**src/rtl/ifu_pkg.sv**
```systemverilog
// Shared types and constants for the instruction fetch unit.
package ifu_pkg;

  typedef enum logic [1:0] {
    S_AR  = 2'd0,
    S_R   = 2'd1,
    S_OUT = 2'd2,
    S_NPC = 2'd3
  } ifu_state_e;

  localparam logic [31:0] INST_EBREAK = 32'h0010_0073;
  localparam logic [1:0]  RESP_OKAY   = 2'b00;

  // Instructions are 4-byte aligned; only the two low PC bits matter.
  function automatic logic pc_misaligned(input logic [1:0] pc_lo);
    return |pc_lo;
  endfunction

endpackage

```
**src/rtl/ifu_perf.sv**
```systemverilog
// Fetch performance counters, present only when IFU_PERF_EN is defined.
module ifu_perf
  import ifu_pkg::*;
(
  input  logic        clk,
  input  logic        rst,
  input  logic        fetch_evt,
  input  logic        stall_evt,
  output logic [63:0] perf_fetch_cnt,
  output logic [63:0] perf_stall_cnt
);

  always_ff @(posedge clk) begin
    if (rst) begin
      perf_fetch_cnt <= '0;
      perf_stall_cnt <= '0;
    end else begin
      if (fetch_evt) perf_fetch_cnt <= perf_fetch_cnt + 64'd1;
      if (stall_evt) perf_stall_cnt <= perf_stall_cnt + 64'd1;
    end
  end

endmodule

```
**src/rtl/inst_fetch.sv**
```systemverilog
// Multi-cycle instruction fetch: one bus read per instruction, then wait for the next PC.
// Optional performance counters are enabled with the IFU_PERF_EN macro.
module inst_fetch
  import ifu_pkg::*;
#(
  parameter logic [63:0] RESET_PC = 64'h8000_0000,
  parameter int          BUS_DW   = 64
) (
  input  logic              clk,
  input  logic              rst,
  output logic [31:0]       araddr,
  output logic              arvalid,
  input  logic              arready,
  input  logic [BUS_DW-1:0] rdata,
  input  logic [1:0]        rresp,
  input  logic              rvalid,
  output logic              rready,
  output logic [31:0]       inst,
  output logic [63:0]       inst_pc,
  output logic              inst_fault,
  output logic              inst_valid,
  input  logic              inst_ready,
  input  logic [63:0]       npc,
  input  logic              npc_valid
`ifdef IFU_PERF_EN
  ,
  output logic [63:0]       perf_fetch_cnt,
  output logic [63:0]       perf_stall_cnt
`endif
);

  ifu_state_e  state, next_state;
  logic [63:0] pc, pc_d;
  logic [31:0] inst_d;
  logic [63:0] inst_pc_d;
  logic        fault_d;
  logic        arvalid_q, rready_q, inst_valid_q;
  logic [31:0] rd_word;
  logic        ar_fire, r_fire, out_fire;

  generate
    if (BUS_DW == 64) begin : g_dw64
      assign araddr  = {pc[31:3], 3'b000};
      assign rd_word = pc[2] ? rdata[63:32] : rdata[31:0];
    end else begin : g_dw32
      assign araddr  = pc[31:0];
      assign rd_word = rdata[31:0];
    end
  endgenerate

  // Handshake outputs are registered; reset masks them so nothing completes during it.
  assign arvalid    = arvalid_q & ~rst;
  assign rready     = rready_q & ~rst;
  assign inst_valid = inst_valid_q & ~rst;

  assign ar_fire  = arvalid & arready;
  assign r_fire   = rready & rvalid;
  assign out_fire = inst_valid & inst_ready;

  always_ff @(posedge clk) begin
    if (rst) state <= S_AR;
    else     state <= next_state;
  end

  always_comb begin
    next_state = state;
    pc_d       = pc;
    inst_d     = inst;
    inst_pc_d  = inst_pc;
    fault_d    = inst_fault;
    case (state)
      S_AR: begin
        if (pc_misaligned(pc[1:0])) begin
          next_state = S_OUT;
          inst_d     = INST_EBREAK;
          inst_pc_d  = pc;
          fault_d    = 1'b1;
        end else if (ar_fire) begin
          next_state = S_R;
        end
      end
      S_R: begin
        if (r_fire) begin
          next_state = S_OUT;
          inst_pc_d  = pc;
          if (rresp != RESP_OKAY) begin
            inst_d  = INST_EBREAK;
            fault_d = 1'b1;
          end else begin
            inst_d  = rd_word;
            fault_d = 1'b0;
          end
        end
      end
      S_OUT: begin
        if (out_fire) next_state = S_NPC;
      end
      S_NPC: begin
        if (npc_valid) begin
          next_state = S_AR;
          pc_d       = npc;
          fault_d    = 1'b0;
        end
      end
      default: next_state = S_AR;
    endcase
  end

  // Handshake flags are decoded from the next state so they line up with it.
  always_ff @(posedge clk) begin
    if (rst) begin
      pc           <= RESET_PC;
      inst         <= '0;
      inst_pc      <= '0;
      inst_fault   <= 1'b0;
      arvalid_q    <= ~pc_misaligned(RESET_PC[1:0]);
      rready_q     <= 1'b0;
      inst_valid_q <= 1'b0;
    end else begin
      pc           <= pc_d;
      inst         <= inst_d;
      inst_pc      <= inst_pc_d;
      inst_fault   <= fault_d;
      arvalid_q    <= (next_state == S_AR) && !pc_misaligned(pc_d[1:0]);
      rready_q     <= (next_state == S_R);
      inst_valid_q <= (next_state == S_OUT);
    end
  end

`ifdef IFU_PERF_EN
  ifu_perf u_perf (
    .clk            (clk),
    .rst            (rst),
    .fetch_evt      (out_fire),
    .stall_evt      ((state == S_AR) || (state == S_R)),
    .perf_fetch_cnt (perf_fetch_cnt),
    .perf_stall_cnt (perf_stall_cnt)
  );
`endif

  // The next PC must only arrive while the unit is waiting for it.
  npc_only_in_wait: assert property (@(posedge clk) disable iff (rst) npc_valid |-> (state == S_NPC));

endmodule

```
**config.mk**
```make
export PLATFORM = sky130hd
export DESIGN_NAME = inst_fetch
export DESIGN_NICKNAME = d
export VERILOG_FILES = /design/src/rtl/ifu_pkg.sv /design/src/rtl/ifu_perf.sv /design/src/rtl/inst_fetch.sv
export SDC_FILE = /design/constraint.sdc
export NUM_CORES = 1
export LEC_CHECK = 0
export ABC_AREA = 1
export CORE_ASPECT_RATIO = 1.4
export CORE_MARGIN = 10
export CORE_UTILIZATION = 43
export DETAILED_ROUTE_END_ITERATION = 8
export GPL_ROUTABILITY_DRIVEN = 0
export PLACE_DENSITY = 0.87
export SYNTH_ARGS = -nofsm -noshare
export SYNTH_HDL_FRONTEND = slang
export SYNTH_SLANG_ARGS = --single-unit
```
**constraint.sdc**
```tcl
create_clock -name clk -period 1.5 [get_ports clk]
set_input_delay 0.3 -clock clk [delete_from_list [all_inputs] [get_ports clk]]
set_output_delay 0.3 -clock clk [all_outputs]
set_load 0.05 [all_outputs]
```
Word level (Yosys, flattened, before mapping)
Index checks and enable logic that the tools add are counted.

Eq/ne operators: 8. Muxes and demuxes: 21. Bitwise logic cells: 7. Reduce and logical (&&, ||, !) cells: 12.

Operator list (count): $mux W32 (4); $mux W64 (2); $pmux W64 S2 (1); $pmux W32 S2 (1); $mux W2 (7); $pmux W2 S4 (1); $and A1 B1 Y1 (6); $eq A2 B2 Y1 const B (3); $ne A2 B2 Y1 const B (3); $eq A2 B1 Y1 const B (2); $logic_not A2 Y1 (2); $mux W1 (4); $reduce_and A4 Y1 (1); $reduce_bool A2 Y1 (2); $reduce_or A2 Y1 (2); $pmux W1 S3 (1); $reduce_and A3 Y1 (1); $reduce_bool A3 Y1 (1); $reduce_and A2 Y1 (1); $logic_and A1 B1 Y1 (1); $logic_not A1 Y1 (1); $not A1 Y1 (1).

Bits in registers: 166. Input bits: 136. Output and inout bits: 132. Word-level logic and storage cells: 57.

Logic depth before layout (Yosys ltp)
Gate-level depths: netlist of run 1.

Depth after elaboration: 8. Gate-level depth with buffers: 10. Gate-level depth less buffers: 8.

Worst setup path after synthesis of run 1
OpenSTA, ideal clock, no wires.

Path kind: register to register. From: register inst_valid_q. To: register arvalid_q. Library setup time: 0.133 ns. Arrival time: 1.454 ns. Data required time: 1.367 ns. Path slack: -0.087 ns. Cell stages (with the launch flop): 6. Path buffers: 0. Period minus slack after synthesis: 1.587 ns. Cells stage by stage: dfxtp_1 > inv_1 > nor2_1 > nand4_1 > nand3_1 > o21ai_0.

Word-level cells in the longest chain between the ends: 6.

Ends and longest elaborated chain: start: declaration (RTL line inst_fetch.sv:37) `logic arvalid_q, rready_q, inst_valid_q;`; start signal: assignment (RTL line inst_fetch.sv:126) `inst_valid_q <= (next_state == S_OUT);`; $and A1 B1 Y1 (RTL line inst_fetch.sv:54) `assign inst_valid = inst_valid_q & ~rst;`; via inst_valid (RTL line inst_fetch.sv:21) `output logic inst_valid,`; $and A1 B1 Y1 (RTL line inst_fetch.sv:58) `assign out_fire = inst_valid & inst_ready;`; $mux W2 (RTL line inst_fetch.sv:96) `if (out_fire) next_state = S_NPC;`; $pmux W2 S4 (RTL line inst_fetch.sv:71) `case (state)`; $logic_not A2 Y1 (RTL line inst_fetch.sv:124) `arvalid_q <= (next_state == S_AR) && !pc_misaligned(pc_d[1:0]);`; $logic_and A1 B1 Y1 (RTL line inst_fetch.sv:124); end signal: assignment (RTL line inst_fetch.sv:116) `arvalid_q <= ~pc_misaligned(RESET_PC[1:0]);`; end signal: assignment (RTL line inst_fetch.sv:124); end: declaration (RTL line inst_fetch.sv:37).

The timed path passes the listed nets, and every way through them passes these cells. A chain may end at the register's enable or synchronous reset.

Worst setup path in the final report of run 1
From: register state[1]. To: register inst_pc[22].

Word-level cells in the longest chain between the ends: 3. Elaborated cells between the ends (all ways): 7. Those cells by class: eq/ne: 3; mux: 1; reduce/logical: 3.

Ends and longest elaborated chain: start: declaration (RTL line inst_fetch.sv:32) `ifu_state_e state, next_state;`; start signal: assignment (RTL line inst_fetch.sv:62) `else state <= next_state;`; $eq A2 B1 Y1 / $logic_not A2 Y1 (equally long branches) (RTL line inst_fetch.sv:71); $ne A2 B2 Y1 (no source line) / $reduce_bool A2 Y1 (equally long branches); $reduce_and A3 Y1 (no source line); end signal: assignment (RTL line inst_fetch.sv:122) `inst_pc <= inst_pc_d;`; end: declaration (RTL line inst_fetch.sv:19) `output logic [63:0] inst_pc,`.

Parallel ways exist; a longest one is shown, timed or not.

==> run metrics, run 1 <==
Synth async-reset ratio=0; largest net degree at the start of global routing=53; cell family with most CP delay=simple AND/OR/NAND/NOR gates; Total Neg Setup Slack=0 ns; Initial Util=0.4375; DRC violations left=0; WP depth=7; max cap viols=0; worst-path maximum fanout=51; via count=6,798; global-route wire length before repair=36,690 µm; reg-to-reg endpoint=inst_pc[22]$_SDFFE_PP0P_; DR WL/cell=17.79 µm; critical path class=reg2reg; Ports=268; nets@finish=1,269; Vias/cell=5.073; most frequent cell after synthesis=nand2_1; power per cell area=1147 mW/mm²; IO Port Bufs=264; Die H=166.1 µm; RSZ-0062 raised after global routing=yes; P&R area growth vs syn=73.89%; total wire length=23,840 µm; VDD IR max=0.6560 mV; clock sinks=166; GRT Resource Usage Total=0.2160; ys flop type=dfxtp_1; CTS root buf=clkbuf_16; number of global-route vias before repair=6,967; Final Hold Fails=0; Total Power Consumption=13,080 µW; R2R Path Start=state[1]$_SDFF_PP0_; H-tree levels=4; Post-Syn Area=0.006556 mm²; Leak=0.004339 µW; clock transition at the registers of the reported paths=0.07 ns; Tcrit/Tclk final=0.9527; CTS tree=done; CP Data Arrival Time=1.72 ns; Synth top area share=0.5069; Rows=53; Pins Over Slew Limit=0; CP endpoint kind=register; Die ar.=0.02066 mm²; Ys Warns=0; Setup crit end=inst_pc[22]$_SDFFE_PP0P_; R2R setup slack=0.07 ns; mean post-synth cell area=7.358 µm²; sequential share of the synthesized area=0.5069; Inserted Clock Buffers=17; dominant cells by area after synthesis=dfxtp_1 51%, nand2_1 15%, a21oi_1 9.6%; final setup fails=0; Final Core Density=0.7607; post-route cell area=0.01140 mm²; Clock Skew=0.01296 ns; crit path launch=state[1]$_SDFF_PP0_; WP buf/inv=1; Hold Buf Count CTS=0; layout cells sized above 1=0.2035; HPWL after DPL=17,630 µm; Worst Tran Pin Value=0.5887 ns; Worst setup SP type=register; DIE WIDTH=124.4 µm; CP max stage delay=0.37 ns; initial antenna violation count=3; minimum clock period=1.429 ns; Register-to-Register Path Depth=7; placed cell area=0.01062 mm²; Worst EP required=1.79 ns; area leader, netlist=dfxtp_1; status=complete, no violations; worst skew pair latency=0.41 ns; crit path cell chain=nor2_1 -> nand2_1 -> nand2_2 -> nand2_4 -> buf_12 -> o21ai_0 -> nor2_1; most frequent CP cell=nor2_1; synth unique cells=22; Synth Instances=891; core footprint=0.01499 mm²; post-route ant nets=0; CP max-delay cell=dfxtp_4; clk buf depth=2; FF+latch count, synth=166; type of the tightest min-delay check=in2reg; worst relative slew slack=0.6075; achievable frequency=699.7 MHz; Post-synth EDFFs=0; synth cell count leaders=268 x nand2_1, 166 x dfxtp_1, 134 x nor2_1; initial DRC count=412; global route overflow=0; DRT Pass-1 Iters=5
## kinds of logic (layout without fill, tap and decap cells)
logic type,count (synthesis),count (layout),share of synthesized area
other,1,6,0.0005720
DFF,166,166,0.5069
AOI/OAI and AO/OA,192,192,0.1468
buffers and inverters,107,359,0.09504
and+or+nand+nor,425,425,0.2508
## registers in the layout, indices dropped and copies added, names as in the netlist
signal,cells
inst,32
state,2
inst_valid_q,1
arvalid_q,1
inst_pc,64
inst_fault,1
pc,64
rready_q,1
## metrics by stage
| step | setup slack [ns] | hold WS, ns | instances |
|---|---|---|---|
| floorplan | 0.04521 | 0.4132 | 893 |
| finish | 0.07088 | 0.1180 | 1340 |
| global route | -0.02868 | 0.1034 | 1340 |
| global placement | -0.2708 | 0.4470 | 1300 |
| detailed placement | -0.2998 | 0.4508 | 1300 |
| CTS | -0.005656 | 0.1027 | 1334 |
## placed cells by master (no fill, tap or decap), types with 3 or more instances in the layout
master,n
diode_2,3
o21ai_1,11
inv_2,3
clkbuf_16,20
nand2_1,267
o21ai_0,52
inv_6,4
inv_1,10
clkdlybuf4s50_1,134
conb_1,3
buf_6,5
nor2_1,133
dfxtp_1,164
nand3_1,13
buf_4,33
a21oi_2,5
clkinvlp_4,5
nand2_2,3
a21oi_1,121
buf_12,138
## area by class of cell
cell class / count / area (µm²)
Multi-Input combinational cell: 620 / 2664
Tap cell: 192 / 240.2
Clock inverter: 13 / 146.4
Clock buffer: 18 / 439.2
Fill cell: 949 / 3586
Sequential cell: 166 / 3328
Timing Repair Buffer: 314 / 4516
Inverter: 14 / 60.06
Antenna cell: 3 / 7.507
## power by group
part	switching (µW)	internal [µW]	total, µW
combinational	1980	1790	3770
sequential	315	4710	5030
clock	1780	2510	4290
total	4070	9010	13100
## repair_timing
action,in CTS,in global routing
pin swaps,1,1
hold endpoints to repair,0,0
gates resized for setup,3,29
endpoints found under the setup margin,11,130
setup buffers,2,0
gates cloned,1,3
## worst reg2reg max path, cell delays in order, from the launching register on
cell,delay [ns]
dfxtp_4,0.37
nor2_1,0.15
nand2_1,0.10
nand2_2,0.09
nand2_4,0.09
buf_12,0.20
o21ai_0,0.24
nor2_1,0.08
## routing by layer
layer,up-vias,GRT usage,part of all wire
li1,3298,-,-
met1,3145,0.2085,0.35
met2,292,0.3959,0.53
met3,63,0.06452,0.067
met4,0,0.1239,0.053
met5,-,0,0
## worst min-delay path by stage
stage,startpoint,cells past startpoint,slack [ns],to
global placement,pc[53]$_SDFFE_PP0P_,2,0.45,pc[53]$_SDFFE_PP0P_
global route,rst,2,0.10,rready_q$_SDFF_PP0_
finish,rst,2,0.12,rready_q$_SDFF_PP0_
CTS,rst,2,0.10,inst_valid_q$_SDFF_PP0_
detailed placement,pc[55]$_SDFFE_PP0P_,2,0.45,pc[55]$_SDFFE_PP0P_
floorplan,npc[31],2,0.41,pc[31]$_SDFFE_PP1P_
Power figures use the tool's default switching activity.
==> inputs of run 2 (changes only) <==
--- a/config.mk
+++ b/config.mk
@@ -6,6 +6,7 @@
 export NUM_CORES = 1
 export LEC_CHECK = 0
 export ABC_AREA = 1
+export CAP_MARGIN = 30
 export CORE_ASPECT_RATIO = 1.4
 export CORE_MARGIN = 10
 export CORE_UTILIZATION = 43
==> results of run 2 <==
Final layout, timing and power as in run 1 (identical DEF).
